==> src/rtl/calc3_top.sv <==
// calc3_top: multi-port two-beat calculator.
// Each port collects a command plus two operands through a small FSM and queues
// the request in a per-port FIFO. One shared ALU serves the FIFO heads
// round-robin and returns a registered one-cycle response on the requesting port.
module calc3_top #(
    parameter int NPORTS = 4,
    parameter int DATA_W = 32,
    parameter int TAG_W  = 2,
    parameter int DEPTH  = 4
) (
    input  logic                     c_clk,
    input  logic                     reset,
    input  logic [4*NPORTS-1:0]      req_cmd_in,
    input  logic [DATA_W*NPORTS-1:0] req_data_in,
    input  logic [TAG_W*NPORTS-1:0]  req_tag_in,
    output logic [NPORTS-1:0]        req_ready,
    output logic [2*NPORTS-1:0]      out_resp,
    output logic [DATA_W*NPORTS-1:0] out_data,
    output logic [TAG_W*NPORTS-1:0]  out_tag
);

    localparam int SH_W  = $clog2(DATA_W);
    localparam int PTR_W = $clog2(DEPTH);
    localparam int CNT_W = $clog2(DEPTH + 1);
    localparam int RR_W  = (NPORTS > 1) ? $clog2(NPORTS) : 1;

    localparam logic [3:0] CMD_NOP = 4'd0;
    localparam logic [3:0] CMD_ADD = 4'd1;
    localparam logic [3:0] CMD_SUB = 4'd2;
    localparam logic [3:0] CMD_SHL = 4'd5;
    localparam logic [3:0] CMD_SHR = 4'd6;

    localparam logic [1:0] RESP_OK  = 2'b01;
    localparam logic [1:0] RESP_ERR = 2'b10;

    // Occupancy limit: a port in OP2 already owns one FIFO slot.
    localparam logic [CNT_W:0] OCC_LIMIT = (CNT_W + 1)'(DEPTH);

    typedef enum logic {
        ST_IDLE,
        ST_OP2
    } port_state_t;

    // Advance a FIFO pointer with wrap at DEPTH (DEPTH need not be a power of two).
    function automatic logic [PTR_W-1:0] ptr_inc(input logic [PTR_W-1:0] p);
        return (p == PTR_W'(DEPTH - 1)) ? '0 : p + PTR_W'(1);
    endfunction

    // FIFO heads and status, one entry per port.
    logic [NPORTS-1:0]             fifo_empty;
    logic [NPORTS-1:0]             pop_vec;
    logic [NPORTS-1:0][3:0]        head_cmd;
    logic [NPORTS-1:0][TAG_W-1:0]  head_tag;
    logic [NPORTS-1:0][DATA_W-1:0] head_op1;
    logic [NPORTS-1:0][DATA_W-1:0] head_op2;

    // Arbiter and ALU.
    logic [RR_W-1:0]   rr_ptr_reg;
    logic [RR_W-1:0]   rr_ptr_next;
    logic              grant_valid;
    logic [RR_W-1:0]   grant_idx;
    logic [1:0]        alu_resp;
    logic [DATA_W-1:0] alu_data;
    logic [DATA_W:0]   sum_ext;

    // Registered responses.
    logic [NPORTS-1:0][1:0]        out_resp_reg;
    logic [NPORTS-1:0][DATA_W-1:0] out_data_reg;
    logic [NPORTS-1:0][TAG_W-1:0]  out_tag_reg;

    genvar gi;
    generate
        for (gi = 0; gi < NPORTS; gi++) begin : g_port
            port_state_t       state_reg;
            port_state_t       state_next;
            logic [3:0]        cmd_reg;
            logic [TAG_W-1:0]  tag_reg;
            logic [DATA_W-1:0] op1_reg;
            logic              accept;
            logic              push;
            logic [3:0]        cmd_in;
            logic [TAG_W-1:0]  tag_in;
            logic [DATA_W-1:0] data_in;
            logic [CNT_W:0]    occ;

            // FIFO storage is tiny and its head must be visible to the
            // arbiter in the same cycle, so it is read asynchronously.
            logic [3:0]        mem_cmd [DEPTH];
            logic [TAG_W-1:0]  mem_tag [DEPTH];
            logic [DATA_W-1:0] mem_op1 [DEPTH];
            logic [DATA_W-1:0] mem_op2 [DEPTH];
            logic [PTR_W-1:0]  wr_ptr_reg;
            logic [PTR_W-1:0]  rd_ptr_reg;
            logic [CNT_W-1:0]  count_reg;

            assign cmd_in  = req_cmd_in[4*gi +: 4];
            assign tag_in  = req_tag_in[TAG_W*gi +: TAG_W];
            assign data_in = req_data_in[DATA_W*gi +: DATA_W];

            assign occ          = {1'b0, count_reg} + {{CNT_W{1'b0}}, (state_reg == ST_OP2)};
            assign req_ready[gi] = (occ < OCC_LIMIT);

            assign fifo_empty[gi] = (count_reg == '0);
            assign head_cmd[gi]   = mem_cmd[rd_ptr_reg];
            assign head_tag[gi]   = mem_tag[rd_ptr_reg];
            assign head_op1[gi]   = mem_op1[rd_ptr_reg];
            assign head_op2[gi]   = mem_op2[rd_ptr_reg];

            // Port FSM next state: capture on an accepted command, push on operand 2.
            always_comb begin
                state_next = state_reg;
                accept     = 1'b0;
                push       = 1'b0;
                case (state_reg)
                    ST_IDLE: begin
                        if (cmd_in != CMD_NOP && req_ready[gi]) begin
                            accept     = 1'b1;
                            state_next = ST_OP2;
                        end
                    end
                    ST_OP2: begin
                        push       = 1'b1;
                        state_next = ST_IDLE;
                    end
                    default: state_next = ST_IDLE;
                endcase
            end

            // Port FSM state register.
            always_ff @(posedge c_clk) begin
                if (reset) begin
                    state_reg <= ST_IDLE;
                end else begin
                    state_reg <= state_next;
                end
            end

            // Hold command, tag and first operand while waiting for operand 2.
            always_ff @(posedge c_clk) begin
                if (reset) begin
                    cmd_reg <= '0;
                    tag_reg <= '0;
                    op1_reg <= '0;
                end else if (accept) begin
                    cmd_reg <= cmd_in;
                    tag_reg <= tag_in;
                    op1_reg <= data_in;
                end
            end

            // FIFO storage write; contents need no reset since count gates them.
            always_ff @(posedge c_clk) begin
                if (push) begin
                    mem_cmd[wr_ptr_reg] <= cmd_reg;
                    mem_tag[wr_ptr_reg] <= tag_reg;
                    mem_op1[wr_ptr_reg] <= op1_reg;
                    mem_op2[wr_ptr_reg] <= data_in;
                end
            end

            // FIFO pointers and count; simultaneous push and pop leave count unchanged.
            always_ff @(posedge c_clk) begin
                if (reset) begin
                    wr_ptr_reg <= '0;
                    rd_ptr_reg <= '0;
                    count_reg  <= '0;
                end else begin
                    if (push) begin
                        wr_ptr_reg <= ptr_inc(wr_ptr_reg);
                    end
                    if (pop_vec[gi]) begin
                        rd_ptr_reg <= ptr_inc(rd_ptr_reg);
                    end
                    case ({push, pop_vec[gi]})
                        2'b10:   count_reg <= count_reg + CNT_W'(1);
                        2'b01:   count_reg <= count_reg - CNT_W'(1);
                        default: count_reg <= count_reg;
                    endcase
                end
            end
        end
    endgenerate

    // Round-robin pick: lowest non-empty port at or above rr_ptr, wrapping.
    always_comb begin
        int cand;
        grant_valid = 1'b0;
        grant_idx   = '0;
        pop_vec     = '0;
        rr_ptr_next = rr_ptr_reg;
        for (int i = 0; i < NPORTS; i++) begin
            cand = int'(rr_ptr_reg) + i;
            if (cand >= NPORTS) begin
                cand = cand - NPORTS;
            end
            if (!grant_valid && !fifo_empty[RR_W'(cand)]) begin
                grant_valid = 1'b1;
                grant_idx   = RR_W'(cand);
            end
        end
        if (grant_valid) begin
            pop_vec[grant_idx] = 1'b1;
            rr_ptr_next = (int'(grant_idx) == NPORTS - 1) ? '0 : grant_idx + RR_W'(1);
        end
    end

    // Shared ALU on the granted FIFO head; arithmetic overflow/underflow report an error.
    always_comb begin
        logic [3:0]        a_cmd;
        logic [DATA_W-1:0] a_op1;
        logic [DATA_W-1:0] a_op2;
        a_cmd    = head_cmd[grant_idx];
        a_op1    = head_op1[grant_idx];
        a_op2    = head_op2[grant_idx];
        alu_resp = RESP_ERR;
        alu_data = '0;
        sum_ext  = {1'b0, a_op1} + {1'b0, a_op2};
        case (a_cmd)
            CMD_ADD: begin
                if (!sum_ext[DATA_W]) begin
                    alu_resp = RESP_OK;
                    alu_data = sum_ext[DATA_W-1:0];
                end
            end
            CMD_SUB: begin
                if (a_op2 <= a_op1) begin
                    alu_resp = RESP_OK;
                    alu_data = a_op1 - a_op2;
                end
            end
            CMD_SHL: begin
                alu_resp = RESP_OK;
                alu_data = a_op1 << a_op2[SH_W-1:0];
            end
            CMD_SHR: begin
                alu_resp = RESP_OK;
                alu_data = a_op1 >> a_op2[SH_W-1:0];
            end
            default: begin
                alu_resp = RESP_ERR;
                alu_data = '0;
            end
        endcase
    end

    // Response registers: cleared every cycle, loaded only on the granted port.
    always_ff @(posedge c_clk) begin
        if (reset) begin
            out_resp_reg <= '0;
            out_data_reg <= '0;
            out_tag_reg  <= '0;
            rr_ptr_reg   <= '0;
        end else begin
            out_resp_reg <= '0;
            out_data_reg <= '0;
            out_tag_reg  <= '0;
            if (grant_valid) begin
                out_resp_reg[grant_idx] <= alu_resp;
                out_data_reg[grant_idx] <= alu_data;
                out_tag_reg[grant_idx]  <= head_tag[grant_idx];
            end
            rr_ptr_reg <= rr_ptr_next;
        end
    end

    assign out_resp = out_resp_reg;
    assign out_data = out_data_reg;
    assign out_tag  = out_tag_reg;

endmodule
==> config.mk <==
export PLATFORM = sky130hd
export DESIGN_NAME = calc3_top
export DESIGN_NICKNAME = d
export VERILOG_FILES = /design/src/rtl/calc3_top.sv
export SDC_FILE = /design/constraint.sdc
export NUM_CORES = 2
export LEC_CHECK = 0
export CAP_MARGIN = 20
export CORE_ASPECT_RATIO = 0.6
export CORE_MARGIN = 2
export CORE_UTILIZATION = 41
export CTS_BUF_LIST = sky130_fd_sc_hd__clkbuf_16
export CTS_CLUSTER_SIZE = 24
export DETAILED_ROUTE_END_ITERATION = 12
export PLACE_DENSITY_LB_ADDON = 0.08
export SETUP_SLACK_MARGIN = 0.4
export SYNTH_ARGS = -nofsm -noshare
export SYNTH_HDL_FRONTEND = slang
export SYNTH_SLANG_ARGS = --single-unit
==> constraint.sdc <==
create_clock -name c_clk -period 7.9 [get_ports c_clk]
set_input_delay 1.58 -clock c_clk [delete_from_list [all_inputs] [get_ports c_clk]]
set_output_delay 1.58 -clock c_clk [all_outputs]
set_load 0.01 [all_outputs]
==> impl_metrics.tcl <==
set metrics [dict create \
    status "complete, no violations" \
    htree_levels 4 \
    max_stage_delay_ps 730 \
    via_per_inst 5.86 \
    synthToLayoutAreaGrowth_pct 16.3 \
    drc_errors 0 \
    post-route-min-period_ps 7250 \
    cts_tree "yes" \
    worst_r2r_startpoint "rr_ptr_reg[1]" \
    cts-buffers-inserted 138 \
    die_x_um 506 \
    setup_viol 0 \
    synth_cells 4286 \
    post_cts_buffers 0 \
    synth.avg_cell_area_um2 14.5 \
    fin_tns_setup_ps 0 \
    cp_num_buf_inv 7 \
    clockBufferDepth 3 \
    setup.worst_path.start_class "flip-flop" \
    dpl_cell_area_mm2 0.0676 \
    slew_headroom_pct 18.2 \
    r2r-end "out_data[104]" \
    initialDrtViolationCount 5101 \
    synth_seq_cells 1458 \
    slew_violations 0 \
    grt_usage_pct 27.0 \
    worst_ep_arrival_time_ps 7950 \
    grt_pass1_wl_mm 296 \
    vias 39500 \
    fill_cells 13000 \
    synth_top_cell_by_area "edfxtp_1" \
    crit_path_frequent_cell "buf_4" \
    grt_max_degree 97 \
    layout_common_cells "edfxtp_1, nand2_1, a21oi_1" \
    clkTransAtPathRegs_ps 70 \
    core_area_mm2 0.150 \
    finalWorstSetupSlack_ps 655 \
    die_y_um 305 \
    synthTopCellsByArea "edfxtp_1, dfxtp_1, mux4_2, a21oi_1, nand2_1" \
    final_common_cell "edfxtp_1" \
    post-place-ws_ps 751 \
    wl_per_cell_um 31.4 \
    hold_violations 0 \
    io_buffers 301 \
    grt_pass1_vias 37700 \
    cp.required_ps 8600 \
    ys_types 99 \
    rows 110 \
    fin_crit_sh_pct 91.7 \
    cp_top_family "compound AO/OA/AOI/OAI gates" \
    endpoint "out_data[104]" \
    insertion_delay_ps 790 \
    postRouteAntennaNets 0 \
    multi_input_area_mm2 0.0201 \
    rsz0062_at_grt "no" \
    antenna_found_initial 16 \
    cts-root-buf "clkbuf_16" \
    synth.yosys.seq_area_share_pct 65.1 \
    worstSetupPathType "flip-flop to flip-flop" \
    syn-num-nets 4539 \
    synthFlopType "edfxtp_1" \
    fmax_mhz 138 \
    postLayoutCoreUtil_pct 48.0 \
    start_util_pct 41.3 \
    crit_slowest_cell "a2111o_1" \
    dp_hpwl_mm 152 \
    skew_ps 31.7 \
    cp_num_cells 21 \
    tightest_slew_ps 1230 \
    async_flop_share_pct 0 \
    syn_area_mm2 0.0621 \
    r2r_slack_ps 650 \
    finalWirelength_mm 211 \
    drive_gt1_share_pct 16.9 \
    reg2reg_depth 21 \
    nNetsFinal 4856 \
    critPathCaptureType "flip-flop" \
    hp-class "flip-flop to flip-flop" \
    yosys.area.top_type_share_pct 54.2 \
    crit_fanout 52 \
    top_regs "g_port.mem_op1 x512, g_port.mem_op2 x512" \
    maxCapViolations 0 \
    dieArea_mm2 0.155 \
    yosysWarnings 0 \
    fin_area_mm2 0.0721 \
    synth_edf_count 1120 \
    grt-ovfl-total 0 \
    routabilityCongestion 1.03 \
    crit_path_cell_trace "inv_1, o211ai_2, a21boi_4, inv_6, buf_4, mux2i_1, buf_4, a22oi_1, buf_4, ha_1, buf_4, nor4_1, a21boi_0, o21a_1, o311ai_0, buf_4, a2111o_1, a2bb2oi_1, a21oi_1, a21oi_1, a21oi_1" \
    ios 302 \
    setup.worst_path.start "rr_ptr_reg[1]" \
    seqCellArea_mm2 0.0404 \
    dr.pass1.iters 7 \
    cts_sinks 1458 \
]
-- kinds of logic (layout without fill, tap and decap cells) --
group           after synthesis  count (layout)  synth area share (%)
buf+inv                     373             805                  2.62
compound gates              831             831                  8.75
fa+ha+maj                    99              99                  2.07
xor+xnor                     38              38                 0.536
mux                         481             481                  13.6
other cells                   0               5                     0
flops                      1458            1458                  65.1
simple gates               1006            1006                  7.28
-- stage by stage --
step                hold WS [ps]  instances
floorplan                    454       4286
global placement             460       6473
detailed placement           464       6473
CTS                          473       6728
global route                 516       6736
finish                       478       6739
-- cell usage after synthesis, types with 56 or more instances --
cell / count
dfxtp_1: 338
mux4_2: 283
nand2_1: 557
clkbuf_1: 148
edfxtp_1: 1120
nor2_1: 149
nand3_1: 75
buf_2: 66
ha_1: 93
a21oi_1: 418
mux2i_1: 139
nor3_1: 56
inv_1: 102
-- cell type report --
cell class | instances | share of cell area, %
flip-flops and latches | 1458 | 56.0
multi-input cells | 2455 | 27.9
repair buffers | 442 | 5.84
clock buffers | 141 | 4.89
well taps | 2016 | 3.50
clock inverters | 114 | 1.22
inverters | 108 | 0.579
diodes | 5 | 0.0173
-- worst min-delay path by stage --
| stage | to | depth (start not counted) | from |
|---|---|---|---|
| 2_1_floorplan | flip-flop | 2 | g_port[2].rd_ptr_reg[1] |
| 3_5_place_dp | flip-flop | 2 | g_port[3].rd_ptr_reg[1] |
| 4_1_cts | flip-flop | 2 | g_port[3].rd_ptr_reg[1] |
| 5_1_grt | g_port[0].mem_tag[3][1] | 0 | g_port[0].tag_reg[1] |
| 6_report | flip-flop | 2 | g_port[0].rd_ptr_reg[1] |
| 3_3_place_gp | flip-flop | 2 | g_port[0].rd_ptr_reg[1] |
-- worst reg2reg max path, cell delays in order (launching register included) --
cell and delay [ps]:
dfxtp_1 580, inv_1 240, o211ai_2 460, a21boi_4 150, inv_6 410, buf_4 520
mux2i_1 340, buf_4 260, a22oi_1 100, buf_4 200, ha_1 280, buf_4 190
nor4_1 620, a21boi_0 410, o21a_1 220, o311ai_0 150, buf_4 190, a2111o_1 730
a2bb2oi_1 260, a21oi_1 450, a21oi_1 220, a21oi_1 190
-- routing by layer --
layer	vias up	global-route usage (%)	share of wire, %
met4	12	5.26	1.6
met1	20400	40.4	45
met3	222	9.30	11
li1	17100	-	-
met2	1747	38.1	42
met5	-	0	0.056
-- repair_timing --
action	in CTS	in global routing
hold buffers	0	0
setup endpoints to repair	0	92
resized for setup	0	4
Power is left out: the tool's default activity adds up to more than one toggle a clock period on the data nets, which glitch-free logic cannot reach.
